**src/rtl/regfile_sweep.sv**
```systemverilog
// regfile_sweep: two-read, one-write register file with register 0 tied to zero.
// A synchronous reset starts a sweep that clears one register per cycle, so the
// storage array needs no parallel reset and can map onto plain memory.
// Busy is high for the whole sweep. While it is high, reads return zero and
// writes are ignored.
module regfile_sweep #(
    parameter int WIDTH     = 32,
    parameter int ADDR_BITS = 5,
    parameter int BYPASS    = 0
) (
    input  logic                 Clk,
    input  logic                 Reset,
    output logic [WIDTH-1:0]     ReadData1,
    output logic [WIDTH-1:0]     ReadData2,
    input  logic [WIDTH-1:0]     WriteData,
    input  logic [ADDR_BITS-1:0] ReadRegister1,
    input  logic [ADDR_BITS-1:0] ReadRegister2,
    input  logic [ADDR_BITS-1:0] WriteRegister,
    input  logic                 RegWrite,
    output logic                 Busy
);

    localparam int NREGS = 2 ** ADDR_BITS;
    localparam logic [ADDR_BITS-1:0] ADDR_ZERO = '0;
    localparam logic [ADDR_BITS-1:0] PTR_FIRST = ADDR_BITS'(1);
    localparam logic [ADDR_BITS-1:0] PTR_LAST  = ADDR_BITS'(NREGS - 1);

    typedef enum logic {
        SWEEP,
        READY
    } state_t;

    state_t                 state_q, state_d;
    logic [ADDR_BITS-1:0]   ptr_q, ptr_d;
    logic                   busy_q, busy_d;

    logic [WIDTH-1:0]       mem [NREGS];

    logic                   mem_we;
    logic [ADDR_BITS-1:0]   mem_waddr;
    logic [WIDTH-1:0]       mem_wdata;

    logic                   bypass1;
    logic                   bypass2;

    // Next-state logic: advance the clear sweep, or accept user writes once ready.
    // A Reset edge never writes the array; the register update restarts the sweep.
    always_comb begin
        state_d   = state_q;
        ptr_d     = ptr_q;
        busy_d    = busy_q;
        mem_we    = 1'b0;
        mem_waddr = ADDR_ZERO;
        mem_wdata = '0;
        if (!Reset) begin
            case (state_q)
                SWEEP: begin
                    mem_we    = 1'b1;
                    mem_waddr = ptr_q;
                    ptr_d     = ptr_q + PTR_FIRST;
                    if (ptr_q == PTR_LAST) begin
                        state_d = READY;
                        busy_d  = 1'b0;
                    end
                end
                READY: begin
                    if (RegWrite && (WriteRegister != ADDR_ZERO)) begin
                        mem_we    = 1'b1;
                        mem_waddr = WriteRegister;
                        mem_wdata = WriteData;
                    end
                end
                default: begin
                    state_d = SWEEP;
                    ptr_d   = PTR_FIRST;
                    busy_d  = 1'b1;
                end
            endcase
        end
    end

    // Sweep state machine with a synchronous restart on Reset; Busy is registered.
    always_ff @(posedge Clk) begin
        if (Reset) begin
            state_q <= SWEEP;
            ptr_q   <= PTR_FIRST;
            busy_q  <= 1'b1;
        end else begin
            state_q <= state_d;
            ptr_q   <= ptr_d;
            busy_q  <= busy_d;
        end
    end

    // Single write port into the storage array; it has no reset of its own.
    always_ff @(posedge Clk) begin
        if (mem_we) begin
            mem[mem_waddr] <= mem_wdata;
        end
    end

    // Same-cycle forwarding of WriteData, only when the BYPASS build option is set.
    always_comb begin
        bypass1 = (BYPASS != 0) && (state_q == READY) && RegWrite &&
                  (WriteRegister != ADDR_ZERO) && (WriteRegister == ReadRegister1);
        bypass2 = (BYPASS != 0) && (state_q == READY) && RegWrite &&
                  (WriteRegister != ADDR_ZERO) && (WriteRegister == ReadRegister2);
    end

    // Asynchronous reads: zero during the sweep or for register 0, else array or bypass.
    always_comb begin
        ReadData1 = '0;
        ReadData2 = '0;
        if (!busy_q && (ReadRegister1 != ADDR_ZERO)) begin
            ReadData1 = bypass1 ? WriteData : mem[ReadRegister1];
        end
        if (!busy_q && (ReadRegister2 != ADDR_ZERO)) begin
            ReadData2 = bypass2 ? WriteData : mem[ReadRegister2];
        end
    end

    assign Busy = busy_q;

endmodule

```
**config.mk**
```make
export PLATFORM = sky130hd
export DESIGN_NAME = regfile_sweep
export DESIGN_NICKNAME = d
export VERILOG_FILES = /design/src/rtl/regfile_sweep.sv
export SDC_FILE = /design/constraint.sdc
export NUM_CORES = 1
export LEC_CHECK = 0
export ABC_CLOCK_PERIOD_IN_PS = 9900
export CAP_MARGIN = 5
export CORE_AREA = 5 5 302 304
export CTS_CLUSTER_SIZE = 12
export DETAILED_ROUTE_END_ITERATION = 12
export DIE_AREA = 0 0 307 309
export PLACE_DENSITY = 0.74
export SLEW_MARGIN = 20
export SYNTH_ARGS = -nofsm -noshare
export SYNTH_HDL_FRONTEND = slang
export SYNTH_SLANG_ARGS = --single-unit
```
**constraint.sdc**
```tcl
create_clock -name Clk -period 9.9 [get_ports Clk]
set_input_delay 2.97 -clock Clk [delete_from_list [all_inputs] [get_ports Clk]]
set_output_delay 2.97 -clock Clk [all_outputs]
set_load 0.005 [all_outputs]
```
==> impl_metrics.env <==
export IMPL_tightest_slew_ps=1120
export IMPL_avgSynthCellArea_um2=16.8
export IMPL_grt_max_degree=75
export IMPL_whs_ps=518
export IMPL_firstDrtPassIters=7
export IMPL_path_cells="clkdlybuf4s50_1 > nor3_2 > buf_4 > and2_1 > a21oi_1 > nand4_1 > clkdlybuf4s50_1"
export IMPL_cp_arrival_ps=6140
export IMPL_cts_buffers=106
export IMPL_final_setup_tns_ps=0
export IMPL_n_fill_cell=6133
export IMPL_first_global_vias=31300
export IMPL_portBuffers=114
export IMPL_mostFrequentLayoutCell="edfxtp_1"
export IMPL_cts_resized=0
export IMPL_drc=0
export IMPL_cts_setup_buffers=0
export IMPL_maxCapViolCount=0
export IMPL_setup_viol=0
export IMPL_start_kind="input port"
export IMPL_clockBufferDepth=3
export IMPL_clock_sinks=1031
export IMPL_synthesis_area_um2=48200
export IMPL_vias_per_cell=7.33
export IMPL_gr_total_overflow=0
export IMPL_ys_ff_latch=1031
export IMPL_areaGrowthSynthToFinish_pct=12.3
export IMPL_synthCells=2867
export IMPL_seq_area_frac_synth=0.641
export IMPL_period_share=0.920
export IMPL_ys_warn_count=0
export IMPL_fmax_mhz=110
export IMPL_worst_path_max_delay_cell="and2_1"
export IMPL_critPathMaxFanout=18
export IMPL_path_common_cell="clkdlybuf4s50_1"
export IMPL_htreeDepth=3
export IMPL_rsz0062_at_grt="no"
export IMPL_hold_viol_final=0
export IMPL_ctsHoldBuffers=0
export IMPL_status="completed"
export IMPL_grt_pass1_wl_mm=215
export IMPL_die_area_um2=94900
export IMPL_gp_congestion=0.884
export IMPL_drive_above_1_share=0.189
export IMPL_ys_types=44
export IMPL_worstSetupPathType="input port to output port"
export IMPL_power_density_nw_per_um2=166
export IMPL_slew_headroom=0.256
export IMPL_peakVddDrop_mv=0.173
export IMPL_die_h_um=309
export IMPL_wl_per_cell_um=35.8
export IMPL_nets=3021
export IMPL_grt_usage=0.312
export IMPL_initial_core_util=0.548
export IMPL_core_area_um2=88000
export IMPL_placed_cells=4024
export IMPL_antenna_left=0
export IMPL_clock_latency_ps=680
export IMPL_root_buffer="clkbuf_16"
export IMPL_num_vias=30800
export IMPL_clk_pin_slew_ps=50
export IMPL_dp_hpwl_mm=90.3
export IMPL_final_cell_mix="1024 x edfxtp_1, 518 x mux2i_1, 254 x mux4_2"
export IMPL_cts_tree="yes"
export IMPL_end_kind="output port"
export IMPL_synth_nets=2919
export IMPL_synth_main_ff_cell="edfxtp_1"
export IMPL_leakagePower_nw=16.7
export IMPL_fp_dieW_um=307
export IMPL_routed_wl_mm=151
export IMPL_required_ps=6930
export IMPL_synth_edf_count=1024
export IMPL_ys_async_sr_fraction=0
export IMPL_num_rows=109
export IMPL_post_route_min_period_ps=9110
export IMPL_io_pins=115
export IMPL_drtIter0Drc=4501
export IMPL_finClkSkew_ps=29.0
export IMPL_hold_path_class="flop to flop"
export IMPL_antenna_found_initial=9
export IMPL_layout_cells_non_filler=4208
export IMPL_slew_violations=0
export IMPL_cp_slowest_stage_delay_ps=740
-- registers in the layout, summed over array words and instances (netlist names) --
signal,flops
Busy,1
mem,1024
state_q,1
ptr_q,5
-- path summary, 6_finish.rpt --
check | from | to | slack (ps) | cells after the start
setup / recovery | ReadRegister1[4] | ReadData1[29] | 790 | 7
hold / removal | ptr_q[3]$_SDFFE_PP0N_ | ptr_q[3]$_SDFFE_PP0N_ | 520 | 2
setup reg to reg | state_q$_SDFF_PP0_ | mem[9][9]$_DFFE_PP_ | 6630 | 5
hold reg to reg | ptr_q[3]$_SDFFE_PP0N_ | ptr_q[3]$_SDFFE_PP0N_ | 520 | 2
-- layout make-up --
cell class / count / area (µm²) / share of cell area
diodes: 1 / 2.50 / 0.0000462
well taps: 1165 / 1460 / 0.0269
clock buffers: 137 / 2800 / 0.0517
clock inverters: 44 / 368 / 0.00680
multi-input cells: 1603 / 16500 / 0.304
inverters: 1 / 3.75 / 0.0000694
repair buffers: 226 / 2130 / 0.0394
flip-flops and latches: 1031 / 30900 / 0.571
-- critical path: cells and delay by family --
| family | cells | cell delay, ps |
|---|---|---|
| buffers and inverters | 3 | 1630 |
| AND/OR/NAND/NOR | 3 | 1320 |
| AO/OA/AOI/OAI | 1 | 200 |
-- metrics by stage --
stage | worst slack [ps] | utilization | power, W | instance area (µm²)
6_report | 790 | 0.615 | 0.00901 | 54100
2_1_floorplan | 2580 | - | 0.00521 | 48200
3_5_place_dp | 930 | 0.579 | 0.00538 | 50900
5_1_grt | 756 | 0.615 | 0.00923 | 54100
4_1_cts | 924 | 0.615 | 0.00902 | 54100
3_3_place_gp | 979 | 0.579 | 0.00536 | 50900
-- report_power, final --
part / switching (W) / leakage (nW) / internal (W)
Clock: 0.00164 / 1.54 / 0.00207
Sequential: 0.0000173 / 8.06 / 0.00477
Combinational: 0.000313 / 7.09 / 0.000202
Total: 0.00197 / 16.7 / 0.00704
-- layer usage --
metal | global-route usage | vias to the layer above | share of wire
met1 | 0.416 | 15500 | 0.34
met3 | 0.105 | 532 | 0.15
met2 | 0.473 | 2645 | 0.45
met5 | 0 | - | 0.00034
met4 | 0.142 | 8 | 0.054
li1 | - | 12100 | -
-- logic make-up (layout without fill, tap and decap cells) --
group | Yosys count | after routing | synth area share
AOI/OAI and AO/OA | 399 | 399 | 0.0597
xor gates and xnor gates | 1 | 1 | 0.000182
adders and majority gates | 2 | 2 | 0.000519
buffers and inverters | 233 | 408 | 0.0258
DFF | 1031 | 1031 | 0.641
muxes | 772 | 772 | 0.226
other | 0 | 1 | 0
and+or+nand+nor | 429 | 429 | 0.0464
-- Yosys cell counts, types with 2 or more instances --
library cell / n / area (µm²)
edfxtp_1: 1024 / 30700
mux2i_1: 518 / 5180
mux4_2: 254 / 5720
a22oi_1: 237 / 1780
nand3_1: 145 / 726
clkbuf_1: 92 / 345
nand2_1: 84 / 315
buf_2: 80 / 400
nand4_1: 65 / 407
a22o_1: 52 / 455
a31oi_1: 52 / 325
a21oi_1: 49 / 245
nor2_1: 46 / 173
buf_4: 43 / 323
and2_1: 39 / 244
buf_6: 13 / 146
and3_1: 12 / 75.1
nor2b_1: 9 / 56.3
nand2b_1: 8 / 50.1
dfxtp_1: 7 / 140
a21o_1: 4 / 30.0
nor3_1: 4 / 20.0
or3_1: 3 / 18.8
clkbuf_4: 2 / 15.0
ha_1: 2 / 25.0
nand3b_1: 2 / 15.0
nor3b_1: 2 / 15.0
nor4b_2: 2 / 30.0
nor4bb_1: 2 / 20.0
Power figures use the tool's default switching activity.
